## src/rtl/ssc_display_arbiter.sv

```systemverilog
// Round-robin owner of one eight-digit seven-segment display shared by two
// requesters; holds each grant for a minimum time and registers what is shown.
module ssc_display_arbiter #(
    parameter int HOLD_CYCLES = 50000000,
    parameter bit BLANK_ZEROS = 1'b1
) (
    input  logic        clk,
    input  logic        reset,
    input  logic        req0,
    input  logic [31:0] data0,
    input  logic [7:0]  dp0,
    input  logic        req1,
    input  logic [31:0] data1,
    input  logic [7:0]  dp1,
    output logic [1:0]  grant,
    output logic [31:0] disp_data,
    output logic [7:0]  disp_digits,
    output logic [7:0]  disp_points
);

    localparam int CW = $clog2(HOLD_CYCLES);
    localparam logic [CW-1:0] HOLD_LOAD = CW'(HOLD_CYCLES - 1);

    typedef enum logic [1:0] {IDLE, OWN0, OWN1} state_t;

    state_t        state_reg, state_next;
    logic [CW-1:0] hold_reg, hold_next;
    logic          ptr_reg, ptr_next;
    logic [1:0]    grant_reg, grant_next;
    logic [31:0]   disp_data_reg, disp_data_next;
    logic [7:0]    disp_digits_reg, disp_digits_next;
    logic [7:0]    disp_points_reg, disp_points_next;

    logic [31:0]   sel_data;
    logic [7:0]    sel_points;
    logic [7:0]    nibble_nz;
    logic [7:0]    sel_mask;

    // Digit k is lit when it or any more significant nibble is nonzero;
    // digit 0 is forced on so a zero value still shows a single 0.
    genvar gi;
    generate
        for (gi = 0; gi < 8; gi++) begin : g_nibble
            assign nibble_nz[gi] = |sel_data[4*gi +: 4];
            assign sel_mask[gi]  = |nibble_nz[7:gi];
        end
    endgenerate

    always_comb begin
        state_next = state_reg;
        hold_next  = (hold_reg == '0) ? '0 : hold_reg - CW'(1);
        ptr_next   = ptr_reg;
        sel_data   = disp_data_reg;
        sel_points = disp_points_reg;

        case (state_reg)
            IDLE: begin
                if (req0 && (!req1 || !ptr_reg)) begin
                    state_next = OWN0;
                end else if (req1) begin
                    state_next = OWN1;
                end
            end
            OWN0: begin
                if (req0) begin
                    sel_data   = data0;
                    sel_points = dp0;
                end
                if (hold_reg == '0) begin
                    if (req1) begin
                        state_next = OWN1;
                    end else if (!req0) begin
                        state_next = IDLE;
                    end
                end
            end
            OWN1: begin
                if (req1) begin
                    sel_data   = data1;
                    sel_points = dp1;
                end
                if (hold_reg == '0) begin
                    if (req0) begin
                        state_next = OWN0;
                    end else if (!req1) begin
                        state_next = IDLE;
                    end
                end
            end
            default: state_next = IDLE;
        endcase

        // A fresh grant (from idle or a direct switch) restarts the hold
        // and hands round-robin preference to the other requester.
        if (state_next == OWN0 && state_reg != OWN0) begin
            hold_next  = HOLD_LOAD;
            ptr_next   = 1'b1;
            sel_data   = data0;
            sel_points = dp0;
        end else if (state_next == OWN1 && state_reg != OWN1) begin
            hold_next  = HOLD_LOAD;
            ptr_next   = 1'b0;
            sel_data   = data1;
            sel_points = dp1;
        end

        grant_next = {state_next == OWN1, state_next == OWN0};
        if (state_next == IDLE) begin
            disp_data_next   = '0;
            disp_digits_next = '0;
            disp_points_next = '0;
        end else begin
            disp_data_next   = sel_data;
            disp_digits_next = BLANK_ZEROS ? (sel_mask | 8'h01) : 8'hFF;
            disp_points_next = sel_points;
        end
    end

    always_ff @(posedge clk) begin
        if (reset) begin
            state_reg       <= IDLE;
            hold_reg        <= '0;
            ptr_reg         <= 1'b0;
            grant_reg       <= '0;
            disp_data_reg   <= '0;
            disp_digits_reg <= '0;
            disp_points_reg <= '0;
        end else begin
            state_reg       <= state_next;
            hold_reg        <= hold_next;
            ptr_reg         <= ptr_next;
            grant_reg       <= grant_next;
            disp_data_reg   <= disp_data_next;
            disp_digits_reg <= disp_digits_next;
            disp_points_reg <= disp_points_next;
        end
    end

    assign grant       = grant_reg;
    assign disp_data   = disp_data_reg;
    assign disp_digits = disp_digits_reg;
    assign disp_points = disp_points_reg;

endmodule
```

## config.mk

```make
export PLATFORM = sky130hd
export DESIGN_NAME = ssc_display_arbiter
export DESIGN_NICKNAME = d
export VERILOG_FILES = /design/src/rtl/ssc_display_arbiter.sv
export SDC_FILE = /design/constraint.sdc
export NUM_CORES = 1
export LEC_CHECK = 0
export CORE_MARGIN = 2
export CORE_UTILIZATION = 40
export DETAILED_ROUTE_END_ITERATION = 8
export PLACE_DENSITY = 0.7
export SLEW_MARGIN = 10
export SYNTH_ARGS = -nofsm -noshare
export SYNTH_HDL_FRONTEND = slang
export SYNTH_SLANG_ARGS = --single-unit
```

## constraint.sdc

```tcl
create_clock -name clk -period 4.6 [get_ports clk]
set_input_delay 0.92 -clock clk [delete_from_list [all_inputs] [get_ports clk]]
set_output_delay 0.92 -clock clk [all_outputs]
set_load 0.02 [all_outputs]
```

==> flow_metrics.py, run 1 <==
metrics = {
    "cts": {
        "numCtsBuffers": 9,
        "cts-root-buf": "clkbuf_8",
        "path_clk_slew_ps": 90,
        "cts_sinks": 79,
        "cts_buffer_depth": 2,
        "post_cts_buffers": 0,
        "htree_levels": 3,
        "ctsResizeCount": 0,
        "cts_tree": "built",
        "insertion_delay_ps": 360,
        "cts_hold_buffers": 0,
    },
    "pwr": {
        "ir_worst_vdd_mv": 0.2600,
        "fin_total_pwr_mw": 3.257,
        "clockPowerShare": 0.176,
        "p_sw_mw": 1.347,
        "powerDensity_nw_per_um2": 548.4,
        "power.share.combinational": 0.504,
        "swShare": 0.4134,
        "total_leakage_power_nw": 2.079,
        "power_frac_seq": 0.321,
        "intPower_mw": 1.911,
    },
    "setup_path": {
        "reg2reg_to": "disp_digits[2]$_SDFF_PP0_",
        "cp-endpoint": "disp_digits[2]$_SDFF_PP0_",
        "slowest_stage": "clkdlybuf4s50_1",
        "worst-path-stages": 11,
        "crit_family": "simple AND/OR/NAND/NOR gates",
        "r2r_cells": 12,
        "max_stage_delay_ps": 560,
        "r2r_start": "hold_reg[0]$_SDFF_PP0_",
        "critPathCaptureType": "flop",
        "crit_type": "input pin to flop",
        "critPathLaunchType": "input pin",
        "critPathBufInv": 2,
        "worstPathCellList": "clkdlybuf4s50_1, and2_1, nor3_1, a31oi_1, a2111o_1, or2_1, buf_4, o221ai_1, nand4_1, and4bb_4, a21oi_1",
        "crit_path_max_fanout": 18,
        "r2r_slack_ps": 870,
        "required_ps": 4830,
        "startpoint": "req0",
        "worstPathArrival_ps": 4150,
    },
    "route": {
        "drtPass1Iterations": 4,
        "drt_iter0_markers": 346,
        "vias": 4533,
        "wirelength_um": 13650,
        "wire_per_inst_um": 18.01,
        "detail_route.vias_per_cell": 5.980,
        "drc": 0,
        "ant_nets": 0,
    },
    "final_layout": {
        "diodes": 0,
        "largest_reg_flops": 32,
        "instances_no_fill": 758,
        "area_delta_synth_final_pct": 39.41,
        "fin_nets": 707,
        "drive_above_1_share": 0.07074,
        "fillers": 911,
        "fin_util": 0.5753,
        "fin_area_um2": 5939,
    },
    "global_route": {
        "gr-usage-all-layers": 0.2367,
        "overflow": 0,
        "grt_max_degree": 34,
        "grt_pass1_wl_um": 21930,
        "grt_antenna_before_repair": 0,
        "grt_pass1_vias": 4378,
    },
    "sta": {
        "slew_headroom": 0.2625,
        "final_max_slew_viol_count": 0,
        "timing.setup.tns_ps": 0,
        "max_freq_mhz": 255.3,
        "whs_ps": 488.2,
        "worst_slack_ps": 682.9,
        "hold_violations": 0,
        "skew_ps": 12.79,
        "rsz0062_at_grt": "no",
        "setup_viol": 0,
        "worst_slew_pin_slew_ps": 1101,
        "finalCriticalPeriod_ps": 3917,
        "fin_crit_sh": 0.8516,
    },
    "floorplanning": {
        "pin_count": 134,
        "die_y_um": 107.2,
        "fp.dieW_um": 107.2,
        "placementRows": 37,
        "coreArea_um2": 10320,
        "initial_core_util": 0.4127,
        "fp.dieArea_um2": 11490,
    },
    "place": {
        "port_buffers": 133,
        "place_area_um2": 5720,
        "gp_congestion": 0.8898,
        "placedCellCount": 742,
        "post-place-ws_ps": 374.9,
        "dp_hpwl_um": 9691,
    },
    "synthesis": {
        "synth_top_area_cell": "dfxtp_1",
        "synth_mux_area_frac": 0.01880,
        "synth_top_area_frac": 0.3712,
        "synth-async-reset-ratio": 0,
        "ys_ff_latch": 79,
        "synthSimpleGateAreaFrac": 0.1991,
        "ys_top_cells_by_count": "dfxtp_1 (79), nor2_1 (59), o21ai_0 (49)",
        "synth_top_family_by_area": "compound AO/OA/AOI/OAI gates",
        "syn_area_per_cell_um2": 8.521,
        "seq_area_frac_synth": 0.3712,
        "ys.flop_type": "dfxtp_1",
        "synth_area_leaders": "dfxtp_1 (37%), a22o_1 (6.6%), o21ai_0 (5.8%)",
        "syn_nets": 590,
        "yosysWarnings": 0,
        "syn_area_um2": 4260,
        "postSynthCellCount": 500,
        "yosysMostFrequentCell": "dfxtp_1",
        "synth_fa_ha_area_frac": 0.01762,
        "synth_cell_types": 52,
        "synth-compound-area-share": 0.2996,
        "synth-edff-count": 0,
        "synthXorXnorAreaFrac": 0.04317,
    },
    "flow_run": {
        "drv_cap": 0,
    },
    "hold_path": {
        "hp-class": "flop to flop",
    },
    "status": {
        "status": "finished, final reports clean",
    },
}
==> worst min path at each step <==
stage	start	to	slack (ps)	cells after the start
floorplan	hold_reg[11]$_SDFF_PP0_	hold_reg[11]$_SDFF_PP0_	450	2
global placement	hold_reg[11]$_SDFF_PP0_	hold_reg[11]$_SDFF_PP0_	460	2
detailed placement	disp_data[3]$_SDFFE_PP0P_	disp_data[3]$_SDFFE_PP0P_	460	2
CTS	disp_data[3]$_SDFFE_PP0P_	disp_data[3]$_SDFFE_PP0P_	490	2
global route	disp_data[1]$_SDFFE_PP0P_	disp_data[1]$_SDFFE_PP0P_	510	2
finish	hold_reg[11]$_SDFF_PP0_	hold_reg[11]$_SDFF_PP0_	490	2
==> power groups by stage <==
stage,sequential (mW),combinational (mW),clock [mW]
2_1_floorplan,1.17,0.910,0
3_3_place_gp,1.05,1.61,0
3_5_place_dp,1.06,1.63,0
4_1_cts,1.04,1.64,0.588
5_1_grt,1.07,1.79,0.615
6_report,1.04,1.64,0.573
==> layer usage <==
metal	global-route usage	part of all wire	wire, um
met3	0.04255	0.077	1045
met5	0	0	0
met4	0.09555	0.022	303
met1	0.3034	0.43	5928
met2	0.3920	0.47	6373
==> placed cells by master (no fill, tap or decap), drive strengths merged, types with 3 or more instances in the layout <==
master and instances:
a211oi 8, a21oi 10, a221oi 8, a22o 32, a22oi 25, a311o 4, a31oi 3, and2 10
buf 16, clkbuf 9, clkdlybuf4s50 133, clkinv 3, dfxtp 79, ha 6, inv 10, mux2i 8
nand2 15, nand2b 3, nand3 3, nand4 4, nor2 59, nor3 17, nor4 8, o21ai 49
o221ai 21, o32ai 4, or3 25, or4 5, xnor2 14, xor2 7
==> cells by family (layout without fill, tap and decap cells) <==
group | count (synthesis) | count (layout)
muxes | 8 | 8
and+or+nand+nor | 159 | 159
DFF | 79 | 79
xor gates and xnor gates | 21 | 21
buffers and inverters | 52 | 174
AOI/OAI and AO/OA | 175 | 175
adders and majority gates | 6 | 6
==> tightest hold or removal path: stages (launching register included) <==
cell and delay (ps):
dfxtp_1 330, o31ai_1 60, a21oi_1 60
==> final cells by class <==
cell class / count / area [um^2] / area share
clock buffer: 9 / 123.9 / 0.02086
inverter: 9 / 33.78 / 0.005688
clock inverter: 7 / 95.09 / 0.01601
timing repair buffer: 149 / 1451 / 0.2444
sequential: 79 / 1582 / 0.2663
tap: 136 / 170.2 / 0.02865
multi-input combinational: 369 / 2484 / 0.4182
(Power assumes the default switching activity.)
==> run 2, diff against run 1 <==
- CAP_MARGIN: default -> 40
==> flow_metrics.py, run 2 (same netlist as run 1, synthesis figures left out) <==
metrics = {
    "place": {
        "dp_hpwl_um": 9751,
        "gp_congestion": 0.8898,
        "port_buffers": 133,
    },
    "cts": {
        "cts_sinks": 79,
        "cts-root-buf": "clkbuf_8",
        "ctsResizeCount": 0,
        "htree_levels": 3,
        "path_clk_slew_ps": 80,
        "numCtsBuffers": 9,
        "cts_tree": "built",
        "post_cts_buffers": 0,
        "cts_buffer_depth": 2,
        "cts_hold_buffers": 0,
        "insertion_delay_ps": 350,
    },
    "sta": {
        "worst_slew_pin_slew_ps": 857.1,
        "rsz0062_at_grt": "no",
        "max_freq_mhz": 253.8,
        "timing.setup.tns_ps": 0,
        "finalCriticalPeriod_ps": 3940,
        "hold_violations": 0,
        "final_max_slew_viol_count": 0,
        "skew_ps": 8.125,
        "setup_viol": 0,
        "fin_crit_sh": 0.8565,
        "slew_headroom": 0.4286,
        "whs_ps": 481.2,
    },
    "pwr": {
        "total_leakage_power_nw": 2.072,
        "powerDensity_nw_per_um2": 542.4,
        "ir_worst_vdd_mv": 0.2772,
    },
    "final_layout": {
        "multi_input_comb_area_um2": 2484,
        "seq_area_um2": 1582,
        "largest_reg_flops": 32,
        "final_cell_mix": "clkdlybuf4s50_1 (133), dfxtp_1 (79), nor2_1 (57)",
        "fin_nets": 708,
        "diodes": 0,
        "area_delta_synth_final_pct": 39.09,
        "drive_above_1_share": 0.06913,
        "fillers": 915,
        "final_common_cell": "clkdlybuf4s50_1",
    },
    "route": {
        "drc": 0,
        "drtPass1Iterations": 5,
        "vias": 4527,
        "drt_iter0_markers": 350,
        "detail_route.vias_per_cell": 5.972,
        "wire_per_inst_um": 18.14,
        "ant_nets": 0,
        "wirelength_um": 13750,
    },
    "setup_path": {
        "required_ps": 4820,
        "r2r_slack_ps": 860,
        "critPathCaptureType": "flop",
        "r2r_cells": 12,
        "worstPathArrival_ps": 4160,
        "crit_path_max_fanout": 18,
        "critPathLaunchType": "input pin",
        "slowest_stage": "clkdlybuf4s50_1",
        "worstPathCellList": "clkdlybuf4s50_1, and2_1, nor3_1, a31oi_1, a2111o_1, or2_1, buf_4, o221ai_1, nand4_1, and4bb_4, a21oi_1",
        "max_stage_delay_ps": 560,
        "crit_type": "input pin to flop",
        "reg2reg_to": "disp_digits[2]$_SDFF_PP0_",
        "r2r_start": "hold_reg[0]$_SDFF_PP0_",
    },
    "hold_path": {
        "hp-class": "flop to flop",
        "min_to": "disp_data[3]$_SDFFE_PP0P_",
        "worstHoldStart": "disp_data[3]$_SDFFE_PP0P_",
        "hold_depth": 2,
    },
    "status": {
        "status": "finished, final reports clean",
    },
    "global_route": {
        "grt_max_degree": 34,
        "overflow": 0,
        "grt_pass1_wl_um": 22380,
        "grt_pass1_vias": 4489,
        "gr-usage-all-layers": 0.2411,
        "grt_antenna_before_repair": 0,
    },
    "floorplanning": {
        "initial_core_util": 0.4127,
        "die_y_um": 107.2,
        "fp.dieArea_um2": 11490,
        "fp.dieW_um": 107.2,
        "coreArea_um2": 10320,
        "pin_count": 134,
        "placementRows": 37,
    },
    "flow_run": {
        "drv_cap": 0,
    },
}
[run 2: how the worst max path moves through the flow]
stage | from | to | slack (ps) | cells after the start
6_report | req0 | disp_digits[2]$_SDFF_PP0_ | 660 | 11
5_1_grt | req0 | disp_digits[1]$_SDFF_PP0_ | 470 | 11
4_1_cts | req0 | disp_digits[2]$_SDFF_PP0_ | 770 | 11
3_5_place_dp | req0 | disp_digits[1]$_SDFF_PP0_ | 390 | 11
3_3_place_gp | req0 | disp_digits[1]$_SDFF_PP0_ | 430 | 11
2_1_floorplan | req1 | disp_digits[1]$_SDFF_PP0_ | 1280 | 12
[run 2: routing by layer]
metal  GRT usage  share of wire  vias to the layer above
li1            -              -                     2138
met1      0.3086           0.42                     2137
met2      0.3942           0.47                      223
met3     0.05410          0.083                       29
met4     0.09276          0.020                        0
met5           0              0                        -
[run 2: report_power, final]
group	switching (mW)	internal [mW]	leakage, nW
Sequential	0.155	0.888	0.651
Combinational	0.929	0.720	1.32
Clock	0.246	0.277	0.0985
Total	1.33	1.88	2.07
[run 2: worst max-delay path, delay by kind of cell]
kind | cells | cell delay [ps]
AND/OR/NAND/NOR | 5 | 1450
AO/OA/AOI/OAI | 4 | 1010
buffers and inverters | 2 | 770
[run 2: area by class of cell]
class,instances,share of cell area
Multi-Input combinational cell,369,0.4191
Sequential cell,79,0.2669
Timing Repair Buffer,150,0.2462
Tap cell,136,0.02872
Clock buffer,12,0.02618
Clock inverter,3,0.007179
Inverter,9,0.005701
[run 2: through the flow]
stage	total power, mW	setup WS, ps	utilization	cell area, um^2	instances
2_1_floorplan	2.078	1276	-	4260	500
3_3_place_gp	2.657	431.9	0.5541	5720	742
3_5_place_dp	2.689	389.1	0.5548	5728	743
4_1_cts	3.218	767.4	0.5740	5926	758
5_1_grt	3.437	474.9	0.5740	5926	758
6_report	3.214	660.2	0.5740	5926	758
==> run 3, diff against run 2 <==
- CTS_BUF_LIST: default -> sky130_fd_sc_hd__clkbuf_8
- SKIP_LAST_GASP: default -> 1
==> flow_metrics.py, run 3 (same netlist as run 1, synthesis figures left out) <==
metrics = {
    "global_route": {
        "overflow": 0,
        "grt_pass1_wl_um": 22380,
        "grt_pass1_vias": 4489,
        "grt_max_degree": 34,
        "grt_antenna_before_repair": 0,
        "gr-usage-all-layers": 0.2411,
    },
    "sta": {
        "slew_headroom": 0.4292,
        "setup_viol": 0,
        "timing.setup.tns_ps": 0,
        "max_freq_mhz": 254.1,
        "worst_slack_ps": 664.8,
        "finalCriticalPeriod_ps": 3935,
        "skew_ps": 9.176,
        "fin_crit_sh": 0.8555,
        "hold_violations": 0,
        "worst_slew_pin_slew_ps": 856.2,
        "rsz0062_at_grt": "no",
        "final_max_slew_viol_count": 0,
    },
    "hold_path": {
        "hp-class": "flop to flop",
    },
    "pwr": {
        "total_leakage_power_nw": 2.076,
        "powerDensity_nw_per_um2": 541.8,
        "ir_worst_vdd_mv": 0.2769,
    },
    "route": {
        "drt_iter0_markers": 347,
        "wire_per_inst_um": 18.14,
        "vias": 4530,
        "drc": 0,
        "ant_nets": 0,
        "detail_route.vias_per_cell": 5.976,
        "wirelength_um": 13750,
        "drtPass1Iterations": 5,
    },
    "setup_path": {
        "critPathBufInv": 2,
        "crit_family": "simple AND/OR/NAND/NOR gates",
        "r2r_slack_ps": 870,
        "critPathCaptureType": "flop",
        "crit_path_max_fanout": 18,
        "critPathLaunchType": "input pin",
        "worstPathArrival_ps": 4160,
        "crit_type": "input pin to flop",
        "required_ps": 4820,
        "slowest_stage": "clkdlybuf4s50_1",
        "worstPathCellList": "clkdlybuf4s50_1, and2_1, nor3_1, a31oi_1, a2111o_1, or2_1, buf_4, o221ai_1, nand4_1, and4bb_4, a21oi_1",
        "max_stage_delay_ps": 560,
    },
    "cts": {
        "insertion_delay_ps": 350,
        "path_clk_slew_ps": 80,
        "cts_buffer_depth": 2,
        "cts_sinks": 79,
        "cts_hold_buffers": 0,
        "numCtsBuffers": 9,
        "cts-root-buf": "clkbuf_8",
        "htree_levels": 3,
        "cts_tree": "built",
        "post_cts_buffers": 0,
        "ctsResizeCount": 0,
    },
    "floorplanning": {
        "placementRows": 37,
        "fp.dieArea_um2": 11490,
        "coreArea_um2": 10320,
        "pin_count": 134,
        "fp.dieW_um": 107.2,
        "die_y_um": 107.2,
        "initial_core_util": 0.4127,
    },
    "place": {
        "dp_hpwl_um": 9751,
        "gp_congestion": 0.8898,
        "post-place-ws_ps": 389.1,
        "port_buffers": 133,
    },
    "final_layout": {
        "final_common_cell": "clkdlybuf4s50_1",
        "final_cell_mix": "clkdlybuf4s50_1 (133), dfxtp_1 (79), nor2_1 (57)",
        "fin_nets": 708,
        "largest_reg_flops": 32,
        "area_delta_synth_final_pct": 39.09,
        "diodes": 0,
        "drive_above_1_share": 0.06913,
    },
    "status": {
        "status": "finished, final reports clean",
    },
    "flow_run": {
        "drv_cap": 0,
    },
}
[run 3: metal layers]
metal | part of all wire | vias up | GRT usage
met5 | 0 | - | 0
met4 | 0.021 | 0 | 0.09276
met3 | 0.082 | 29 | 0.05410
met2 | 0.47 | 225 | 0.3942
met1 | 0.43 | 2137 | 0.3086
li1 | - | 2139 | -
[run 3: worst paths after layout]
| kind | startpoint | end | cells after the start |
|---|---|---|---|
| hold / removal | disp_data[3]$_SDFFE_PP0P_ | disp_data[3]$_SDFFE_PP0P_ | 2 |
| setup / recovery | req0 | disp_digits[2]$_SDFF_PP0_ | 11 |
| setup reg to reg | hold_reg[0]$_SDFF_PP0_ | disp_digits[2]$_SDFF_PP0_ | 12 |
| hold reg to reg | disp_data[3]$_SDFFE_PP0P_ | disp_data[3]$_SDFFE_PP0P_ | 2 |
[run 3: power by group]
part / switching (mW) / total, mW / internal, mW / leakage, nW
logic: 0.928 / 1.65 / 0.720 / 1.32
clock network: 0.245 / 0.520 / 0.275 / 0.103
registers: 0.155 / 1.04 / 0.888 / 0.651
total: 1.33 / 3.21 / 1.88 / 2.08
[run 3: worst register-to-register path: cells and delay by family, from the launching register on]
kind | cells | cell delay [ps]
flops | 1 | 350
simple gates | 5 | 1760
buf+inv | 2 | 300
fa+ha+maj | 1 | 160
compound gates | 4 | 1040
[run 3: metrics by stage]
| step | total power [mW] | hold slack, ps | instances | cell area (um^2) | util |
|---|---|---|---|---|---|
| after global placement | 2.657 | 463.2 | 742 | 5720 | 0.5541 |
| after CTS | 3.216 | 483.3 | 758 | 5926 | 0.5740 |
| final | 3.210 | 481.1 | 758 | 5926 | 0.5740 |
| after detailed placement | 2.689 | 464.3 | 743 | 5728 | 0.5548 |
| after global routing | 3.435 | 505.8 | 758 | 5926 | 0.5740 |
| after floorplan | 2.078 | 451.5 | 500 | 4260 | - |
[run 3: area by class of cell]
| cell class | count | area [um^2] |
|---|---|---|
| Multi-Input combinational cell | 369 | 2484 |
| Clock inverter | 4 | 46.29 |
| Sequential cell | 79 | 1582 |
| Fill cell | 915 | 4398 |
| Timing Repair Buffer | 150 | 1459 |
| Tap cell | 136 | 170.2 |
| Inverter | 9 | 33.78 |
| Clock buffer | 11 | 151.4 |
